`config.mk`:
```
export PLATFORM = sky130hd
export DESIGN_NAME = pipe_hazard_ctrl
export DESIGN_NICKNAME = d
export VERILOG_FILES = /design/src/rtl/pipe_hazard_ctrl.sv
export SDC_FILE = /design/constraint.sdc
export NUM_CORES = 1
export LEC_CHECK = 0
export ABC_AREA = 1
export CAP_MARGIN = 20
export CORE_UTILIZATION = 47
export DETAILED_ROUTE_END_ITERATION = 10
export PLACE_DENSITY = 0.78
export REMOVE_ABC_BUFFERS = 1
export SYNTH_ARGS = -nofsm -noshare
export SYNTH_HDL_FRONTEND = slang
export SYNTH_SLANG_ARGS = --single-unit
```
`constraint.sdc`:
```
create_clock -name clk -period 1.8 [get_ports clk]
set_input_delay 0.18 -clock clk [delete_from_list [all_inputs] [get_ports clk]]
set_output_delay 0.18 -clock clk [all_outputs]
set_load 0.03 [all_outputs]
```
`src/rtl/pipe_hazard_ctrl.sv`:
```
// Load-use stall / control-transfer flush controller with RUN/STEP/HALTED debug FSM; PIPE_CTRL_STEP_EN enables single-step.
// Control outputs are same-cycle combinational; state and saturating counters register on the next clk edge; stalls hold PC and IF/ID.
module pipe_hazard_ctrl #(
    parameter int W = 5,
    parameter int B = 32
) (
    input  logic         clk,
    input  logic         reset,
    input  logic [W-1:0] id_rs,
    input  logic [W-1:0] id_rt,
    input  logic         id_uses_rt,
    input  logic         ex_MemRead,
    input  logic [W-1:0] ex_rt,
    input  logic         mem_take,
    input  logic         halt_in,
    input  logic         step_req,
    input  logic         run_req,
    output logic         pc_write,
    output logic         ifid_write,
    output logic         ifid_flush,
    output logic         idex_flush,
    output logic         exmem_flush,
    output logic [1:0]   state,
    output logic [B-1:0] stall_cnt,
    output logic [B-1:0] flush_cnt
);

    localparam logic [1:0] ST_RUN    = 2'd0;
    localparam logic [1:0] ST_STEP   = 2'd1;
    localparam logic [1:0] ST_HALTED = 2'd2;

    logic [1:0]   state_q;
    logic [1:0]   state_d;
    logic [B-1:0] stall_q;
    logic [B-1:0] flush_q;
    logic         hz;
    logic         active;
    logic         step_go;
    logic         stall_evt;
    logic         flush_evt;

`ifdef PIPE_CTRL_STEP_EN
    assign step_go = step_req;
`else
    // Port kept for pin compatibility; STEP is unreachable in this build.
    assign step_go = step_req & 1'b0;
`endif

    assign hz = ex_MemRead && (ex_rt != '0) &&
                ((ex_rt == id_rs) || (id_uses_rt && (ex_rt == id_rt)));

    // Encoding 3 is never entered but behaves as HALTED if it ever appears.
    assign active    = (state_q == ST_RUN) || (state_q == ST_STEP);
    assign flush_evt = active && mem_take;
    assign stall_evt = active && hz && !mem_take;

    always_comb begin
        pc_write    = 1'b1;
        ifid_write  = 1'b1;
        ifid_flush  = 1'b0;
        idex_flush  = 1'b0;
        exmem_flush = 1'b0;
        if (reset) begin
            pc_write    = 1'b0;
            ifid_write  = 1'b0;
            ifid_flush  = 1'b1;
            idex_flush  = 1'b1;
            exmem_flush = 1'b1;
        end else if (!active) begin
            pc_write   = 1'b0;
            ifid_write = 1'b0;
            idex_flush = 1'b1;
        end else if (mem_take) begin
            ifid_flush  = 1'b1;
            idex_flush  = 1'b1;
            exmem_flush = 1'b1;
        end else if (hz) begin
            pc_write   = 1'b0;
            ifid_write = 1'b0;
            idex_flush = 1'b1;
        end
    end

    always_comb begin
        state_d = state_q;
        case (state_q)
            ST_RUN:  if (halt_in) state_d = ST_HALTED;
            ST_STEP: state_d = ST_HALTED;
            default: begin
                if (run_req)      state_d = ST_RUN;
                else if (step_go) state_d = ST_STEP;
                else              state_d = ST_HALTED;
            end
        endcase
    end

    always_ff @(posedge clk) begin
        if (reset) begin
            state_q <= ST_RUN;
            stall_q <= '0;
            flush_q <= '0;
        end else begin
            state_q <= state_d;
            if (stall_evt && (stall_q != '1))
                stall_q <= stall_q + 1'b1;
            if (flush_evt && (flush_q != '1))
                flush_q <= flush_q + 1'b1;
        end
    end

    assign state     = state_q;
    assign stall_cnt = stall_q;
    assign flush_cnt = flush_q;

endmodule

```
==> results of run 1 <==
## worst paths after layout
check,start,endpoint,slack [ns]
worst max-delay path,stall_cnt[1],stall_cnt[17],-0.02
worst max register to register,stall_cnt[1],stall_cnt[17],-0.02
worst min-delay path,run_req,state[1],0.37
worst min register to register,flush_cnt[10],flush_cnt[10],0.51
## synth_stat cells
| library cell | count |
|---|---|
| o21ai_0 | 14 |
| nor2_1 | 144 |
| nand2_2 | 1 |
| inv_2 | 2 |
| nor2_4 | 2 |
| xnor2_1 | 17 |
| dfxtp_1 | 65 |
| or2_0 | 1 |
| xor2_1 | 17 |
| o21bai_1 | 18 |
| buf_6 | 2 |
| nand3b_1 | 11 |
| nor2_8 | 1 |
| inv_1 | 69 |
| nand3_1 | 24 |
| nor3_2 | 1 |
| clkbuf_1 | 8 |
| nand2_1 | 274 |
| and2_1 | 1 |
| nand3_2 | 2 |
| and3_1 | 1 |
| ha_1 | 2 |
| nor2b_1 | 1 |
| buf_2 | 10 |
| nand2_4 | 2 |
| conb_1 | 1 |
| buf_4 | 4 |
| nor3_1 | 20 |
| a21oi_1 | 22 |
| a211oi_1 | 1 |
| nand4_1 | 12 |
## stage by stage
step	power (mW)	instances	instance area (µm²)	util, %	worst slack (ns)
after global routing	3.521	1030	6514	70.83	-0.1277
after global placement	1.912	995	5868	63.81	-0.1705
after CTS	3.358	1012	6121	66.56	0.01519
final	3.445	1030	6514	70.83	-0.01797
after detailed placement	1.923	995	5868	63.81	-0.2723
after floorplan	1.705	726	4290	-	-0.3409
## layout make-up
| type | count | area (µm²) |
|---|---|---|
| inverter | 71 | 269.0 |
| tap | 111 | 138.9 |
| multi-input combinational | 590 | 2839 |
| clock inverter | 6 | 91.34 |
| timing repair buffer | 177 | 1720 |
| fill | 759 | 2683 |
| sequential | 65 | 1318 |
| clock buffer | 10 | 137.6 |
## critical path, stage by stage (launching register included)
cell and delay (ns):
dfxtp_2 0.36, ha_4 0.15, nand3_4 0.09, nor2_4 0.14
nand2_4 0.08, nor2_8 0.13, nand3_4 0.10, nand2_4 0.10
nor2_4 0.04, buf_12 0.13, buf_12 0.13, nand2_1 0.07
nand2_1 0.06, nor2_1 0.16
## what timing repair did
item | in CTS | in global routing
cloned | 0 | 7
gates resized for setup | 4 | 54
buffers inserted | 1 | 11
endpoints found under the setup margin | 5 | 60
pin swaps | 0 | 15
## metal layers
| metal | vias to the layer above | routed length [µm] |
|---|---|---|
| li1 | 2647 | - |
| met1 | 2516 | 6231 |
| met2 | 246 | 7654 |
| met3 | 67 | 838 |
| met4 | 0 | 676 |
| met5 | - | 0 |
## state kept, by name (all words and copies together) (netlist names)
| signal | cells |
|---|---|
| state | 1 |
| flush_cnt | 32 |
| stall_cnt | 32 |
## power by group through the flow
stage          sequential, mW  clock, mW  combinational, mW
2_1_floorplan            1.55          0              0.158
3_3_place_gp             1.50          0              0.409
3_5_place_dp             1.50          0              0.419
4_1_cts                  1.47       1.46              0.422
5_1_grt                  1.48       1.53              0.509
6_report                 1.48       1.49              0.478
## cell families (layout without fill, tap and decap cells)
| kind of cell | after synthesis | in the layout | share of synthesized area [%] |
|---|---|---|---|
| xor gates and xnor gates | 34 | 34 | 6.733 |
| other | 1 | 1 | 0.08478 |
| buffers and inverters | 95 | 264 | 9.024 |
| DFF | 65 | 65 | 29.42 |
| and+or+nand+nor | 498 | 498 | 46.87 |
| adders and majority gates | 2 | 2 | 0.5657 |
| AOI/OAI and AO/OA | 55 | 55 | 7.299 |
==> results by group, run 1 <==
Status
  – Status: complete, but fails checks
  – Failing checks: negative setup slack

Floorplanning
  – Die Span Y: approximately 99 µm
  – CORE AREA: slightly above 9000 µm²
  – Chip Width: 99.01 µm
  – Num rows: 35
  – Die ar.: ~9800 µm²
  – I/O Pins: 94
  – Initial Util: between 40 and 50%

CTS
  – Root buffer cell: clkbuf_8
  – Reg clk slew, reported paths: roughly 0.10 ns
  – Num CTS Buffers: 9
  – Clock sinks: 65
  – Worst-Skew Late Latency: 0.37 ns
  – CTS tree: built
  – H-tree depth: 3
  – Cts hold-fix bufs: 0
  – CTS max path bufs: 2

Synth
  – Share of the synthesized area in the top cell type: approximately 29%
  – YS warnings: 0
  – Syn avg cell area: 5.897 µm²
  – Largest cells by area after synthesis: dfxtp_1 29%, nand2_1 23%, nor2_1 12%
  – Yosys top cell by area: dfxtp_1
  – Register area share after synthesis: 29.42%
  – Flops & latches, synth: 65
  – Cell count after synthesis: 750
  – Distinct cell type count after synthesis: 31
  – Cell Area, Synth: approximately 4400 µm²

Place
  – DP Wirelength: 10160 µm
  – Number of port buffers: 91
  – RePlAce Congestion: 0.9304

GRT
  – Grt ovf: 0
  – Largest net degree at the start of global routing: 37
  – Gr busiest metal: met2
  – Met1 Usage GRT: approximately 33%
  – First-pass GRT wire length: about 23000 µm
  – M3 GR Usage: ~3.8%
  – Vias in the first global route: ~5100
  – Gr usage total: between 20% and 30%
  – Initial antenna violation count: 0
  – Grt met2 use: between 50 and 60%

Min path
  – Hold Path Depth: 2
  – Hold Path Class: in -> reg

Setup path
  – Setup CP Type: reg -> reg
  – R2R cell count: 13
  – Max Fanout on Critical Path: 5
  – Crit path capture type: flop
  – Worst Path Required: 2.09 ns
  – Setup crit start kind: flop
  – Crit path DAT: ~2.1 ns

Route
  – DR DRC count: 0
  – Via/cell ratio: between 5 and 6
  – First drt pass iteration count: 5
  – Total vias in the final route: ~5500
  – Post-Route WL: ~15000 µm
  – Antenna-violating nets left: 0
  – Wire length per cell: about 15 µm
  – DR iter-0 viols: ~330

STA
  – Tcrit/Tclk final: 101.0%
  – Setup TNS: -0.02577 ns
  – Final hold violations: 0
  – Fin crit period: 1.818 ns
  – Final WS setup: -0.01797 ns
  – Fin. max-slew vios: 0
  – FMAX: between 0.5 and 0.6 GHz
  – Fin Clk Skew: between 0.015 and 0.02 ns
  – RSZ-0062 raised after global routing: true
  – # setup viols final: 2
  – Hold slack: ~0.37 ns

Cells and area
  – NumNets Final: between 900 and 1000
  – Area grow syn2layout: 47.27%
  – # diodes: 0
  – Share of cells above drive strength 1: between 10% and 20%
  – Most common cell after layout, fill and taps aside: nand2_1
  – Most frequent cells in the layout: 266 x nand2_1, 133 x nor2_1, 82 x clkdlybuf4s50_1

Power
  – Pwr per Cell Area: 528.9 nW/µm²
  – Switching Power: between 0.9 and 1 mW
  – Clock power frac: between 40% and 50%
  – Reg power frac: 42.8%
  – Max IR drop VDD: around 350 µV
  – Int Power: around 2.5 mW
  – P_leak: ~2.7 nW
  – Combinational power share: roughly 14%
  – Switching Share: between 20% and 30%

Run
  – Number of max-cap violations: 0
No activity file was read; power rests on OpenSTA's default activity.
==> run 2, diff against run 1 <==
Settings changed: CORE_UTILIZATION 47 to 38, CTS_BUF_LIST set to sky130_fd_sc_hd__clkbuf_2, PLACE_DENSITY 0.78 to not set.
==> run 2 against run 1 <==
Net effect: the run now ends clean; die area up 23%; flip-flop and latch count unchanged; setup slack better by 0.087 ns; largest cell class unchanged; critical path type unchanged; wire length down 8.4%; first-iteration DRC count down 16%; critical endpoint is now stall_cnt[11].
==> results by group, run 2 (same netlist as run 1, synthesis figures left out) <==
Cells and area
  – Share of cells above drive strength 1: 16.90% (-0.62 points)
  – NumNets Final: 943 (+0.43%)
  – # diodes: 0 (unchanged)
  – Util after Layout: 55.28% (-16 points)
  – Footprint of the multi-input gates: 2835 µm² (-0.13%)
  – Area grow syn2layout: 42.09%
  – Most frequent cells in the layout: 269 x nand2_1, 135 x nor2_1, 88 x buf_4
  – Post-route cell area: 6285 µm² (-3.5%)
  – Sequential cell area: 1316 µm² (about the same)
  – Most common cell after layout, fill and taps aside: nand2_1
  – Fill cell count: 1194 (+57%)

Min path
  – Hold_sp: run_req
  – Hold Path Class: in -> reg

Run
  – Number of max-cap violations: 0 (unchanged)

Place
  – DP Wirelength: 10650 µm (+4.8%)
  – Placed cell area: 6001 µm² (+2.3%)
  – RePlAce Congestion: 0.8948 (-3.8%)
  – DP Worst Slack: -0.1570 ns (+0.1153 ns)
  – Number of port buffers: 91 (unchanged)

Setup path
  – RR Startpoint: stall_cnt[14]
  – Crit path DAT: 2.23 ns (+0.12 ns)
  – Setup crit start kind: flop
  – Setup CP Type: reg -> reg
  – Critical path origin: stall_cnt[14]
  – Worst reg-to-reg setup slack: 0.07 ns (+0.09 ns)
  – Worst Path Required: 2.30 ns (+0.21 ns)
  – Crit path capture type: flop
  – Max Fanout on Critical Path: 24 (+19)

Floorplanning
  – I/O Pins: 94 (unchanged)
  – Die Span Y: 109.9 µm (+11%)
  – Initial Util: 38.90% (-9.2 points)
  – Num rows: 39 (+11%)
  – CORE AREA: 11370 µm² (+24%)
  – Die ar.: 12070 µm² (+23%)
  – Chip Width: 109.9 µm (+11%)

GRT
  – Vias in the first global route: 4814 (-5.0%)
  – First-pass GRT wire length: 22560 µm (-1.2%)
  – Grt ovf: 0 (unchanged)
  – Largest net degree at the start of global routing: 36 (-2.7%)
  – Initial antenna violation count: 0 (unchanged)
  – Gr usage total: 24.44% (-4.4 points)

STA
  – Final WS setup: 0.06874 ns (+0.08671 ns)
  – Fin. max-slew vios: 0 (unchanged)
  – Fin crit period: 1.731 ns (-0.08671 ns)
  – Tcrit/Tclk final: 96.18% (-4.8 points)
  – FMAX: 0.5776 GHz (+5.0%)
  – Final hold violations: 0 (unchanged)
  – # setup viols final: 0 (-2)
  – Fin Clk Skew: 0.02972 ns (+0.01323 ns)
  – RSZ-0062 raised after global routing: true
  – Hold slack: 0.1624 ns (-0.2108 ns)

Route
  – Antenna-violating nets left: 0 (unchanged)
  – Via/cell ratio: 4.753 (-11%)
  – Wire length per cell: 13.24 µm (-11%)
  – First drt pass iteration count: 6 (+1)
  – DR DRC count: 0 (unchanged)
  – Total vias in the final route: 5067 (-7.5%)
  – DR iter-0 viols: 274 (-16%)
  – Post-Route WL: 14110 µm (-8.4%)

CTS
  – Root buffer cell: clkbuf_2
  – Worst-Skew Late Latency: 0.58 ns (+0.21 ns)
  – Reg clk slew, reported paths: 0.20 ns (+0.10 ns)
  – Num CTS Buffers: 9 (unchanged)
  – CTS max path bufs: 2 (unchanged)
  – H-tree depth: 3 (unchanged)
  – Clock sinks: 65 (unchanged)
  – CTS tree: built

Power
  – Pwr per Cell Area: 448.5 nW/µm² (-15%)
  – P_leak: 2.989 nW (+12%)
  – Max IR drop VDD: 408.1 µV (+18%)

Status
  – Status: completed
[run 2: critical path: stages (launching register included)]
cell	delay (ns)
dfxtp_1	0.42
nand2_1	0.10
nor2_1	0.17
nand2_1	0.16
nor2_8	0.15
nand3_4	0.10
nand2_8	0.12
nor2_4	0.06
buf_12	0.15
nand2_1	0.06
nand2_1	0.05
nor2_1	0.11
[run 2: final cells by class]
type                            instances  area share, %
Multi-Input combinational cell        590          45.11
Timing Repair Buffer                  181          25.20
Sequential cell                        65          20.94
Inverter                               71          4.240
Tap cell                              143          2.847
Clock buffer                           12         0.9556
Clock inverter                          4         0.6968
[run 2: metrics by stage]
stage | power, mW | cells | setup TNS, ns
after floorplan | 1.705 | 726 | -16.89
after global placement | 1.926 | 1036 | -3.322
after detailed placement | 1.931 | 1036 | -4.181
after CTS | 2.829 | 1056 | 0
after global routing | 2.940 | 1066 | -1.282
final | 2.819 | 1066 | 0
[run 2: final timing paths]
path | depth (start not counted) | to
setup / recovery | 11 | stall_cnt[11]
hold / removal | 2 | state[1]
setup reg to reg | 11 | stall_cnt[11]
hold reg to reg | 2 | flush_cnt[0]
[run 2: repair_timing]
item | 4_1_cts | 5_1_grt
buffers inserted | 4 | 10
hold buffers | 0 | 0
resized for setup | 75 | 51
setup endpoints to repair | 90 | 60
pin swaps | 3 | 7
[run 2: layer usage]
layer	GRT usage (%)	wire, µm
met5	0	0
met1	29.67	6335
met3	3.557	556
met2	41.83	6693
met4	12.29	525
[run 2: report_power, final]
group	switching (mW)	internal [mW]	leakage (nW)
registers	0.0178	1.46	0.530
logic	0.252	0.179	2.38
clock network	0.579	0.330	0.0734
==> run 3, diff against run 2 <==
==> constraint.sdc (replaced) <==
create_clock -name clk -period 1.8 [get_ports clk]
set_input_delay 0.45 -clock clk [delete_from_list [all_inputs] [get_ports clk]]
set_output_delay 0.45 -clock clk [all_outputs]
set_load 0.03 [all_outputs]
==> run 3 against run 2 <==
Net effect: worst hold slack better by 0.24 ns; count of clock-buffer cells in the layout down 3; non-clock buffer count down 19; clock power up 19%; combinational power up 4%; flip-flop and latch count unchanged; final cell count down 1.7%; via count down 0.57%.
==> results by group, run 3 (same netlist as run 1, synthesis figures left out) <==
Status
  – Status: completed

Route
  – M1 WL: 6094 µm (-3.8%)
  – Via/cell ratio: 4.807 (+1.1%)
  – DR iter-0 viols: 259 (-5.5%)
  – Routed met2 length: 7054 µm (+5.4%)
  – Total vias in the final route: 5038 (-0.57%)
  – Antenna-violating nets left: 0 (unchanged)
  – Wire length per cell: 13.38 µm (+1.1%)
  – DR DRC count: 0 (unchanged)
  – DR WL met3: 614 µm (+10%)
  – Max layer used: met4
  – Post-Route WL: 14030 µm (-0.60%)
  – First drt pass iteration count: 5 (-1)

STA
  – Fin Clk Skew: 0.03397 ns (+0.004254 ns)
  – Final hold violations: 0 (unchanged)
  – Setup TNS: 0 ns (unchanged)
  – FMAX: 0.5574 GHz (-3.5%)
  – Fin. max-slew vios: 0 (unchanged)
  – RSZ-0062 raised after global routing: true
  – # setup viols final: 0 (unchanged)
  – Fin crit period: 1.794 ns (+0.06274 ns)
  – Final WS setup: 0.006008 ns (-0.06274 ns)
  – Tcrit/Tclk final: 99.67% (+3.5 points)
  – Hold slack: 0.4006 ns (+0.2382 ns)

Power
  – Max IR drop VDD: 478.1 µV (+17%)
  – P_leak: 2.674 nW (-11%)
  – Total power: 2.980 mW (+5.7%)
  – Pwr per Cell Area: 487.0 nW/µm² (+8.6%)

Min path
  – Hold Path Class: in -> reg
  – Hold Path Depth: 2 (unchanged)

Setup path
  – Setup crit start kind: flop
  – Crit path capture type: output pin
  – Worst Path Required: 1.35 ns (-0.95 ns)
  – Crit path DAT: 1.34 ns (-0.89 ns)
  – Max Fanout on Critical Path: 6 (-75%)
  – R2R cell count: 12 (+1)
  – Setup CP Type: reg -> out

Cells and area
  – Layout Cells excl Fill: 1048 (-1.7%)
  – Most frequent cells in the layout: 269 x nand2_1, 136 x nor2_1, 66 x buf_4
  – Most common cell after layout, fill and taps aside: nand2_1
  – NumNets Final: 924 (-2.0%)
  – Post-route cell area: 6118 µm² (-2.6%)
  – Share of cells above drive strength 1: 29.65% (+13 points)
  – Area grow syn2layout: 38.33%
  – Util after Layout: 53.81% (-1.5 points)

GRT
  – Vias in the first global route: 4782 (-0.66%)
  – Grt ovf: 0 (unchanged)
  – Initial antenna violation count: 1 (+1)
  – Gr usage total: 24.26% (-0.17 points)
  – First-pass GRT wire length: 22410 µm (-0.64%)
  – Largest net degree at the start of global routing: 36 (unchanged)

Floorplanning
  – Die Span Y: 109.9 µm (unchanged)
  – Initial Util: 38.90% (unchanged)
  – Die ar.: 12070 µm² (unchanged)
  – Chip Width: 109.9 µm (unchanged)
  – CORE AREA: 11370 µm² (unchanged)
  – I/O Pins: 94 (unchanged)
  – Num rows: 39 (unchanged)

Run
  – Number of max-cap violations: 0 (unchanged)

CTS
  – Root buffer cell: clkbuf_2
  – Num CTS Buffers: 9 (unchanged)
  – H-tree depth: 3 (unchanged)
  – CTS max path bufs: 2 (unchanged)
  – CTS tree: built
  – Reg clk slew, reported paths: 0.20 ns (about the same)
  – Worst-Skew Late Latency: 0.59 ns (about the same)
  – Clock sinks: 65 (unchanged)

Place
  – Placed insts: 1018 (-1.7%)
  – RePlAce Congestion: 0.9075 (+1.4%)
  – Number of port buffers: 91 (unchanged)
  – DP Worst Slack: -0.5139 ns (-0.3569 ns)
  – Placed cell area: 5878 µm² (-2.0%)
  – DP Wirelength: 10450 µm (-1.9%)
[run 3: report_power, final]
group,switching (mW),leakage (nW),internal (mW)
clock network,0.618,0.0799,0.459
logic,0.256,2.03,0.194
registers,0.0257,0.561,1.43
total,0.899,2.67,2.08
[run 3: area by class of cell]
cell class	instances	area [µm²]
clock inverter	7	93.84
sequential	65	1439
inverter	71	276.5
multi-input combinational	590	2825
clock buffer	9	45.04
fill	1208	5251
tap	143	178.9
timing repair buffer	162	1257
antenna	1	2.502
[run 3: critical path, stage by stage, from the launching register on]
cell and delay, ns:
dfxtp_4 0.42, inv_4 0.06, nand3_2 0.07, inv_2 0.08
buf_6 0.13
[run 3: timing repair]
item,4_1_cts,5_1_grt
endpoints found under the setup margin,93,107
pin swaps,29,9
setup buffers,7,7
gates resized for setup,427,106
hold buffers,0,0
[run 3: path summary, 6_finish.rpt]
kind                                    start  slack [ns]             to
worst min register to register  flush_cnt[30]        0.51  flush_cnt[30]
worst max-delay path                 state[1]       0.006       pc_write
worst min-delay path                  run_req        0.40       state[1]
worst max register to register   stall_cnt[0]        0.08  stall_cnt[17]
[run 3: per-layer routing]
metal	up-vias	global-route usage [%]
li1	2621	-
met1	2304	27.76
met2	95	43.93
met3	18	5.691
met4	0	8.095
met5	-	0
